### src/rtl/credit_return_buffer_pkg.sv
// Shared width helpers for the credit return buffer slice.
// Counters covering 0..DEPTH need $clog2(DEPTH+1) bits; pointers covering
// 0..DEPTH-1 need $clog2(DEPTH) bits, but never fewer than one.
package credit_return_buffer_pkg;

  function automatic int unsigned cnt_width(input int unsigned depth);
    return $clog2(depth + 1);
  endfunction

  function automatic int unsigned ptr_width(input int unsigned depth);
    return (depth > 1) ? $clog2(depth) : 1;
  endfunction

endpackage

### src/rtl/fwft_ram_fifo.sv
// First-word fall-through FIFO built on a plain register array.
// Ports:
//   clk_i, rst_i   clock, asynchronous active-high reset
//   push_i, data_i write request and data (ignored when full)
//   pop_i          read request (ignored when empty)
//   data_o         head entry, forced to zero while empty
//   empty_o/full_o occupancy flags
//   count_o        stored entries
module fwft_ram_fifo
  import credit_return_buffer_pkg::*;
#(
  parameter int unsigned DATA_WIDTH = 16,
  parameter int unsigned DEPTH      = 8,
  localparam int unsigned CNT_W     = cnt_width(DEPTH),
  localparam int unsigned PTR_W     = ptr_width(DEPTH)
) (
  input  logic                  clk_i,
  input  logic                  rst_i,
  input  logic                  push_i,
  input  logic [DATA_WIDTH-1:0] data_i,
  input  logic                  pop_i,
  output logic [DATA_WIDTH-1:0] data_o,
  output logic                  empty_o,
  output logic                  full_o,
  output logic [CNT_W-1:0]      count_o
);

  logic [DATA_WIDTH-1:0] mem [DEPTH];
  logic [PTR_W-1:0]      wr_ptr;
  logic [PTR_W-1:0]      rd_ptr;
  logic [CNT_W-1:0]      count;
  logic                  do_push;
  logic                  do_pop;

  // Wrap explicitly so DEPTH need not be a power of two.
  function automatic logic [PTR_W-1:0] next_ptr(input logic [PTR_W-1:0] p);
    return (p == PTR_W'(DEPTH - 1)) ? '0 : p + PTR_W'(1);
  endfunction

  assign empty_o = (count == '0);
  assign full_o  = (count == CNT_W'(DEPTH));
  assign do_push = push_i & ~full_o;
  assign do_pop  = pop_i & ~empty_o;
  assign count_o = count;

  // Storage is not reset; the head is masked so outputs read zero when empty.
  assign data_o = empty_o ? '0 : mem[rd_ptr];

  always_ff @(posedge clk_i) begin
    if (do_push) begin
      mem[wr_ptr] <= data_i;
    end
  end

  always_ff @(posedge clk_i or posedge rst_i) begin
    if (rst_i) begin
      wr_ptr <= '0;
      rd_ptr <= '0;
      count  <= '0;
    end else begin
      if (do_push) begin
        wr_ptr <= next_ptr(wr_ptr);
      end
      if (do_pop) begin
        rd_ptr <= next_ptr(rd_ptr);
      end
      case ({do_push, do_pop})
        2'b10:   count <= count + CNT_W'(1);
        2'b01:   count <= count - CNT_W'(1);
        default: count <= count;
      endcase
    end
  end

endmodule

### src/rtl/credit_return_buffer.sv
// Consumer end of a fixed-latency, non-stallable pipeline. Upstream may launch
// only while every in-flight item is guaranteed a buffer slot; results are
// captured on arrival and presented in order on a valid/ready interface.
// Ports:
//   clk_i, rst_i              clock, asynchronous active-high reset
//   issue_req_i / issue_ok_o  launch request / launch permitted this cycle
//   pipe_valid_i, pipe_data_i result arriving from the pipeline
//   valid_o, data_o, ready_i  in-order output (first-word fall-through)
//   count_o                   stored entries
//   inflight_o                launched, not yet arrived
//   err_o                     sticky protocol error
module credit_return_buffer
  import credit_return_buffer_pkg::*;
#(
  parameter int unsigned DATA_WIDTH   = 16,
  parameter int unsigned PIPE_LATENCY = 4,
  parameter int unsigned DEPTH        = 8,
  localparam int unsigned CNT_W       = cnt_width(DEPTH)
) (
  input  logic                  clk_i,
  input  logic                  rst_i,
  input  logic                  issue_req_i,
  output logic                  issue_ok_o,
  input  logic                  pipe_valid_i,
  input  logic [DATA_WIDTH-1:0] pipe_data_i,
  output logic                  valid_o,
  output logic [DATA_WIDTH-1:0] data_o,
  input  logic                  ready_i,
  output logic [CNT_W-1:0]      count_o,
  output logic [CNT_W-1:0]      inflight_o,
  output logic                  err_o
);

  if (PIPE_LATENCY < 1 || DEPTH < 1) begin : g_bad_params
    $error("credit_return_buffer: PIPE_LATENCY and DEPTH must be >= 1");
  end

  logic [CNT_W-1:0] count;
  logic [CNT_W-1:0] count_nxt;
  logic [CNT_W-1:0] inflight;
  logic [CNT_W-1:0] inflight_nxt;
  logic [CNT_W:0]   occupancy_nxt;
  logic             issue_ok_q;
  logic             err_q;
  logic             fire;
  logic             accept;
  logic             spurious;
  logic             overflow;
  logic             push_ok;
  logic             pop;
  logic             empty;
  logic             full;

  assign fire     = issue_req_i & issue_ok_q;
  assign accept   = pipe_valid_i & (inflight != '0);
  assign spurious = pipe_valid_i & (inflight == '0);
  assign overflow = accept & full;
  assign push_ok  = accept & ~full;
  assign pop      = ~empty & ready_i;

  fwft_ram_fifo #(
    .DATA_WIDTH (DATA_WIDTH),
    .DEPTH      (DEPTH)
  ) u_fifo (
    .clk_i   (clk_i),
    .rst_i   (rst_i),
    .push_i  (accept),
    .data_i  (pipe_data_i),
    .pop_i   (ready_i),
    .data_o  (data_o),
    .empty_o (empty),
    .full_o  (full),
    .count_o (count)
  );

  always_comb begin
    inflight_nxt = inflight;
    if (fire & ~accept) begin
      inflight_nxt = inflight + CNT_W'(1);
    end else if (~fire & accept) begin
      inflight_nxt = inflight - CNT_W'(1);
    end

    count_nxt = count;
    if (push_ok & ~pop) begin
      count_nxt = count + CNT_W'(1);
    end else if (~push_ok & pop) begin
      count_nxt = count - CNT_W'(1);
    end

    occupancy_nxt = {1'b0, count_nxt} + {1'b0, inflight_nxt};
  end

  // Launch permission is registered from the next-state occupancy, which
  // equals (count + inflight) < DEPTH every cycle after reset, has no input
  // path, and lets the async reset hold it low.
  always_ff @(posedge clk_i or posedge rst_i) begin
    if (rst_i) begin
      inflight   <= '0;
      issue_ok_q <= 1'b0;
      err_q      <= 1'b0;
    end else begin
      inflight   <= inflight_nxt;
      issue_ok_q <= (occupancy_nxt < (CNT_W + 1)'(DEPTH));
      err_q      <= err_q | spurious | overflow;
    end
  end

  assign issue_ok_o = issue_ok_q;
  assign valid_o    = ~empty;
  assign count_o    = count;
  assign inflight_o = inflight;
  assign err_o      = err_q;

endmodule

### config.mk
export PLATFORM = sky130hd
export DESIGN_NAME = credit_return_buffer
export DESIGN_NICKNAME = d
export VERILOG_FILES = /design/src/rtl/credit_return_buffer_pkg.sv /design/src/rtl/fwft_ram_fifo.sv /design/src/rtl/credit_return_buffer.sv
export SDC_FILE = /design/constraint.sdc
export NUM_CORES = 1
export LEC_CHECK = 0
export ABC_AREA = 0
export CAP_MARGIN = 20
export CORE_MARGIN = 5
export CORE_UTILIZATION = 55
export DETAILED_ROUTE_END_ITERATION = 10
export PLACE_DENSITY = 0.86
export SETUP_SLACK_MARGIN = 0.4
export SYNTH_ARGS = -nofsm -noshare
export SYNTH_HDL_FRONTEND = slang
export SYNTH_HIERARCHICAL = 1
export SYNTH_SLANG_ARGS = --single-unit
### constraint.sdc
create_clock -name clk_i -period 4.39 [get_ports clk_i]
set_clock_uncertainty 0.2 [all_clocks]
set_input_delay 0.6585 -clock clk_i [delete_from_list [all_inputs] [get_ports clk_i]]
set_output_delay 0.6585 -clock clk_i [all_outputs]
set_load 0.1 [all_outputs]
==> run metrics, run 1 <==
outcome=completed; EDFF count, synth=around 130; first-pass detailed-route iteration total=5; WP data arrival=~2.7 ns; vias per cell=a little over 6; Slew Viols, Final=0; Ys Warns=6; origin of the critical flop-to-flop path=u_fifo/count_o[0]$_DFFE_PP0P_; Max clock buf depth=2; # rows=38; fraction of registers with async set or reset after synthesis=11.11%; Synth Area per Inst=between 15 and 20 um2; clk slew on worst S/H paths=roughly 0.060 ns; reg2reg path depth=10; FF+latch count, synth=roughly 140; Die Y=around 120 um; post-synth cell types=56; unrepaired setup endpoints after global routing=false; I/O pin count=48; Via Count=between 3000 and 4000; CP max stage delay=roughly 0.74 ns; core area=0.01089 mm2; root buf cell=clkbuf_8; share of the synthesized area in the top cell type=between 60% and 70%; Setup crit start=u_fifo/count_o[0]$_DFFE_PP0P_; placed cells=slightly above 500; WL met1=between 4 and 5 mm; DRC Markers=0; first-pass GRT wire length=19.16 mm; worst path required time=roughly 3.5 ns; htree depth=4; Post-CTS Setup Bufs=0; initial drt markers=305; CTS tree=done; crit start category=flop; drt wl/cell=~22 um; Nets=between 400 and 500; crit-path max FO=16; Post-Syn Instances=roughly 320; Least-Margin Pin Slew=0.9871 ns; Die Wd=~120 um; input/output buffers=47; sequential-to-total area share from yosys stat=about 70%; Hold Path Class=primary input to asynchronous set/reset pin; via count of the first global-routing pass=3447; Mapped Area=0.006143 mm2; number of diodes=0; top cells by count, synth=edfxtp_1 (128), mux4_2 (32), a22o_1 (16), dfrtp_1 (16), ha_1 (14); Gates resized, CTS repair=0; top cells by area, synth=edfxtp_1 (63%), mux4_2 (12%), dfrtp_1 (6.5%); fin crit period=roughly 3.6 ns; non-filler cells, final=around 530; CTS buffer count=17; hold_buf cts=0; total global routing overflow=0; Total GRT Usage=19.57%; Worst-Skew Late Latency=~0.51 ns; met2 wire len=between 6 and 7 mm; layout cells sized above 1=roughly 28%; met3 wire len=780 um; final period utilization=around 82%; Max-cap violations=0; gp weighted congestion=~0.81; Routed WL=about 12 mm; fmax=0.2792 GHz; initial antenna violation count=0; clk sinks=~140; Max stage delay cell, worst path=nor2_2; Die Area=~0.013 mm2; Top Layer Used=met4; most frequent cell after synthesis=edfxtp_1; Area Overhead vs Synth=19.49%; post-synth top area cell=edfxtp_1; Post-DRT Antenna Nets=0; final setup fails=0; reg-to-reg slack, setup=just under 0.9 ns; Worst R2R End=issue_ok_o$_DFF_PP0_; setup TNS=0 ns; CP endpoint kind=output port; pin count of the biggest net entering global routing=36; Setup CP Type=flop to output port; # fillers=about 670; Slew HR=33.99%; final hold vios=0; initial core utilization=about 56%; syn nets=356; Detailed Place HPWL=about 7 mm; Synth Flop Type=edfxtp_1; worst path cell trace=nor4_4 -> nor2_2 -> a22o_1 -> buf_4
sequential cells by signal, indices dropped and copies added, names as in the netlist:
name,cells
u_fifo/mem,128
u_fifo/wr_ptr,3
u_fifo/count_o,4
issue_ok_o,1
err_o,1
u_fifo/rd_ptr,3
inflight_o,4
metal layers:
metal | global-route usage, % | vias to the layer above
li1 | - | 1436
met1 | 24.67 | 1717
met2 | 33.14 | 136
met3 | 5.483 | 17
met4 | 6.419 | 0
met5 | 0 | -
kinds of logic (layout without fill, tap and decap cells):
group | count (synthesis) | after routing | synth area share, %
DFF | 144 | 144 | 69.08
and+or+nand+nor | 46 | 46 | 5.214
muxes | 39 | 39 | 13.16
AOI/OAI and AO/OA | 38 | 38 | 5.458
buffers and inverters | 28 | 101 | 2.505
adders and majority gates | 15 | 15 | 3.014
xor gates and xnor gates | 11 | 11 | 1.568
layout make-up:
class                   instances  area, um2  share of cell area, %
well taps                     140      175.2                  2.386
repair buffers                 57      505.5                  6.886
clock buffers                  19      421.7                  5.744
flip-flops and latches        144       4247                  57.85
inverters                      13      51.30                 0.6988
multi-input cells             149       1780                  24.25
clock inverters                12      160.2                  2.182
through the flow:
step                      cell area (um2)  setup WS (ns)  hold slack [ns]  util (%)
after floorplan                      6150         0.7439           0.2495         -
after global placement               6759          1.145           0.2480     62.08
after detailed placement             6759         0.9523           0.2568     62.08
after CTS                            7341         0.7845           0.1872     67.42
after global routing                 7341         0.6619           0.2167     67.42
final                                7341         0.8078           0.1992     67.42
layout by cell type, fill, tap and decap left out, types with 3 or more instances in the layout:
cell type        count
a21oi_1              3
a22o_1              16
buf_4               26
bufinv_16            3
clkbuf_16           16
clkdlybuf4s50_1     31
dfrtp_1             14
edfxtp_1           128
ha_1                14
inv_1               12
mux2_4               3
mux4_2              32
nand2_1              3
nand2b_1             6
nor2_1               7
nor2b_1              4
nor3_1               3
nor3_2               4
o21ai_0              3
xnor2_1              7
xor2_1               4
worst max-delay path, delay by kind of cell (launching register included):
kind	cells	cell delay, ns
AO/OA/AOI/OAI	1	0.31
buffers and inverters	1	0.30
flip-flops	1	0.71
AND/OR/NAND/NOR	2	0.89
how the worst max path moves through the flow:
stage,to,slack [ns],cells past startpoint
after floorplan,u_fifo/mem[1][0]$_DFFE_PP_,0.74,7
after global placement,issue_ok_o$_DFF_PP0_,1.15,9
after detailed placement,issue_ok_o$_DFF_PP0_,0.95,9
after CTS,data_o[7],0.78,4
after global routing,data_o[13],0.66,4
final,data_o[13],0.81,4
Power of run 1 is not shown: default switching activity piles up to over one toggle a cycle in this logic, so the estimate is an artifact.
==> inputs of run 2 (changes only) <==
--- a/config.mk
+++ b/config.mk
@@ -8,9 +8,9 @@
 export ABC_AREA = 0
 export CAP_MARGIN = 20
 export CORE_MARGIN = 5
-export CORE_UTILIZATION = 55
+export CORE_UTILIZATION = 52
 export DETAILED_ROUTE_END_ITERATION = 10
-export PLACE_DENSITY = 0.86
+export PLACE_DENSITY = 0.85
 export SETUP_SLACK_MARGIN = 0.4
 export SYNTH_ARGS = -nofsm -noshare
 export SYNTH_HDL_FRONTEND = slang
==> constraint.sdc (replaced) <==
create_clock -name clk_i -period 3.05 [get_ports clk_i]
set_clock_uncertainty 0.2 [all_clocks]
set_input_delay 0.4575 -clock clk_i [delete_from_list [all_inputs] [get_ports clk_i]]
set_output_delay 0.4575 -clock clk_i [all_outputs]
set_load 0.1 [all_outputs]
==> run 2 against run 1 <==
Design area grew 14%. Non-clock buffer count grew 52. Hold slack lost 0.072 ns. Highest routed layer unchanged.
==> run metrics, run 2 (same netlist as run 1, synthesis figures left out) <==
Max-cap violations=0; I/O pin count=48; Seq. cell area=around 0.0043 mm2; Largest delay share family, worst path=compound AO/OA/AOI/OAI gates; fmax=between 0.3 and 0.4 GHz; Slew HR=60.02%; input/output buffers=47; non-filler cells, final=589; Area Overhead vs Synth=36.52%; largest register by flop count=u_fifo/mem; root buf cell=clkbuf_16; unrepaired setup endpoints after global routing=true; CP max stage delay=0.49 ns; max reg flops=between 100 and 150; Via Count=roughly 3800; CP endpoint kind=flop; setup TNS=0 ns; leading cell types in the layout, fill and taps excluded=edfxtp_1 (128), buf_4 (54), mux4_2 (32); clk slew on worst S/H paths=roughly 0.06 ns; core area=0.01152 mm2; clk sinks=approximately 140; final hold vios=0; gp weighted congestion=between 0.8 and 0.9; placed cells=approximately 520; crit-path max FO=3; pin count of the biggest net entering global routing=35; vias per cell=between 6 and 7; DRC Markers=0; WP data arrival=just over 3 ns; Die Y=118.7 um; Setup CP Type=flop to flop; Post-DRT Antenna Nets=0; Hold Path Class=primary input to asynchronous set/reset pin; Slew Viols, Final=0; Worst Path Buf+Inv=2; Least-Margin Pin Slew=roughly 0.60 ns; Worst-Skew Late Latency=0.41 ns; final setup fails=0; first-pass GRT wire length=roughly 26 mm; Final Cell Area=roughly 0.0084 mm2; Total GRT Usage=approximately 24%; initial core utilization=about 53%; outcome=completed; first-pass detailed-route iteration total=5; Nets=about 470; Die Area=between 0.01 and 0.015 mm2; htree depth=4; worst path cell trace=inv_4 -> ha_4 -> or3b_4 -> nand2_4 -> buf_4 -> a31oi_2 -> xnor2_2 -> ha_4 -> a2111oi_4 -> o41ai_2 -> a21oi_1; initial drt markers=514; most frequent CP cell=ha_4; crit start category=flop; total global routing overflow=0; via count of the first global-routing pass=a little over 4000; placed inst area=around 0.0071 mm2; layout cells sized above 1=between 40% and 50%; initial antenna violation count=0; hold_buf cts=0; final period utilization=between 90 and 100%; Max stage delay cell, worst path=dfrtp_4; fin crit period=roughly 3 ns; # fillers=589; # rows=39; drt wl/cell=roughly 29 um; CTS tree=done; Detailed Place HPWL=about 7.7 mm; worst path required time=3.18 ns; Routed WL=between 15 and 20 mm; Max clock buf depth=2; Die Wd=approximately 120 um; commonest non-fill, non-tap cell in the layout=edfxtp_1; area of the multi-input gates=0.002031 mm2; CTS buffer count=17; number of diodes=0
[run 2: cell count changes in the layout (fill, tap and decap cells not counted), moves of 9 or more]
cell and change:
buf_12 +20, a22o_4 +9, clkdlybuf4s50_1 -11, a22o_1 -11, buf_4 +28, buf_6 +10
[run 2: cell type report]
type	instances	share of cell area [%]
inverters	13	0.7609
clock inverters	14	1.984
repair buffers	109	14.98
clock buffers	17	5.072
flip-flops and latches	144	50.86
well taps	143	2.133
multi-input cells	149	24.21
[run 2: worst paths after layout]
path / start / to / slack (ns) / cells past startpoint
hold / removal: rst_i / err_o$_DFF_PP0_ / 0.13 / 2
hold reg to reg: u_fifo/count_o[0]$_DFFE_PP0P_ / u_fifo/count_o[0]$_DFFE_PP0P_ / 0.34 / 1
min in group clk_i: u_fifo/count_o[0]$_DFFE_PP0P_ / u_fifo/count_o[0]$_DFFE_PP0P_ / 0.34 / 1
max in group asynchronous: rst_i / u_fifo/count_o[2]$_DFFE_PP0P_ / 2.10 / 2
setup / recovery: inflight_o[1]$_DFF_PP0_ / issue_ok_o$_DFF_PP0_ / 0.07 / 11
setup reg to reg: inflight_o[1]$_DFF_PP0_ / issue_ok_o$_DFF_PP0_ / 0.07 / 11
[run 2: metal layers]
| layer | vias to the layer above | global-route usage [%] | wire length, um |
|---|---|---|---|
| met5 | - | 0 | 0 |
| met4 | 0 | 9.993 | 654 |
| met3 | 57 | 5.014 | 1235 |
| met2 | 251 | 40.53 | 8840 |
| met1 | 1962 | 31.84 | 6259 |
| li1 | 1543 | - | - |
[run 2: metrics by stage]
stage / util [%] / hold WS [ns] / setup slack [ns]
floorplan: - / 0.04836 / 0.01221
global placement: 61.82 / 0.2496 / 0.1489
detailed placement: 61.82 / 0.2663 / 0.02399
CTS: 71.43 / 0.09981 / 0.2180
global route: 72.83 / 0.1401 / 0.01086
finish: 72.83 / 0.1270 / 0.06530
[run 2: what timing repair did]
action	4_1_cts	5_1_grt
gates resized for setup	31	16
buffers inserted	24	10
gates cloned	6	0
pin swaps	17	11
setup endpoints to repair	18	19
Power of run 2 is left out for the same reason.
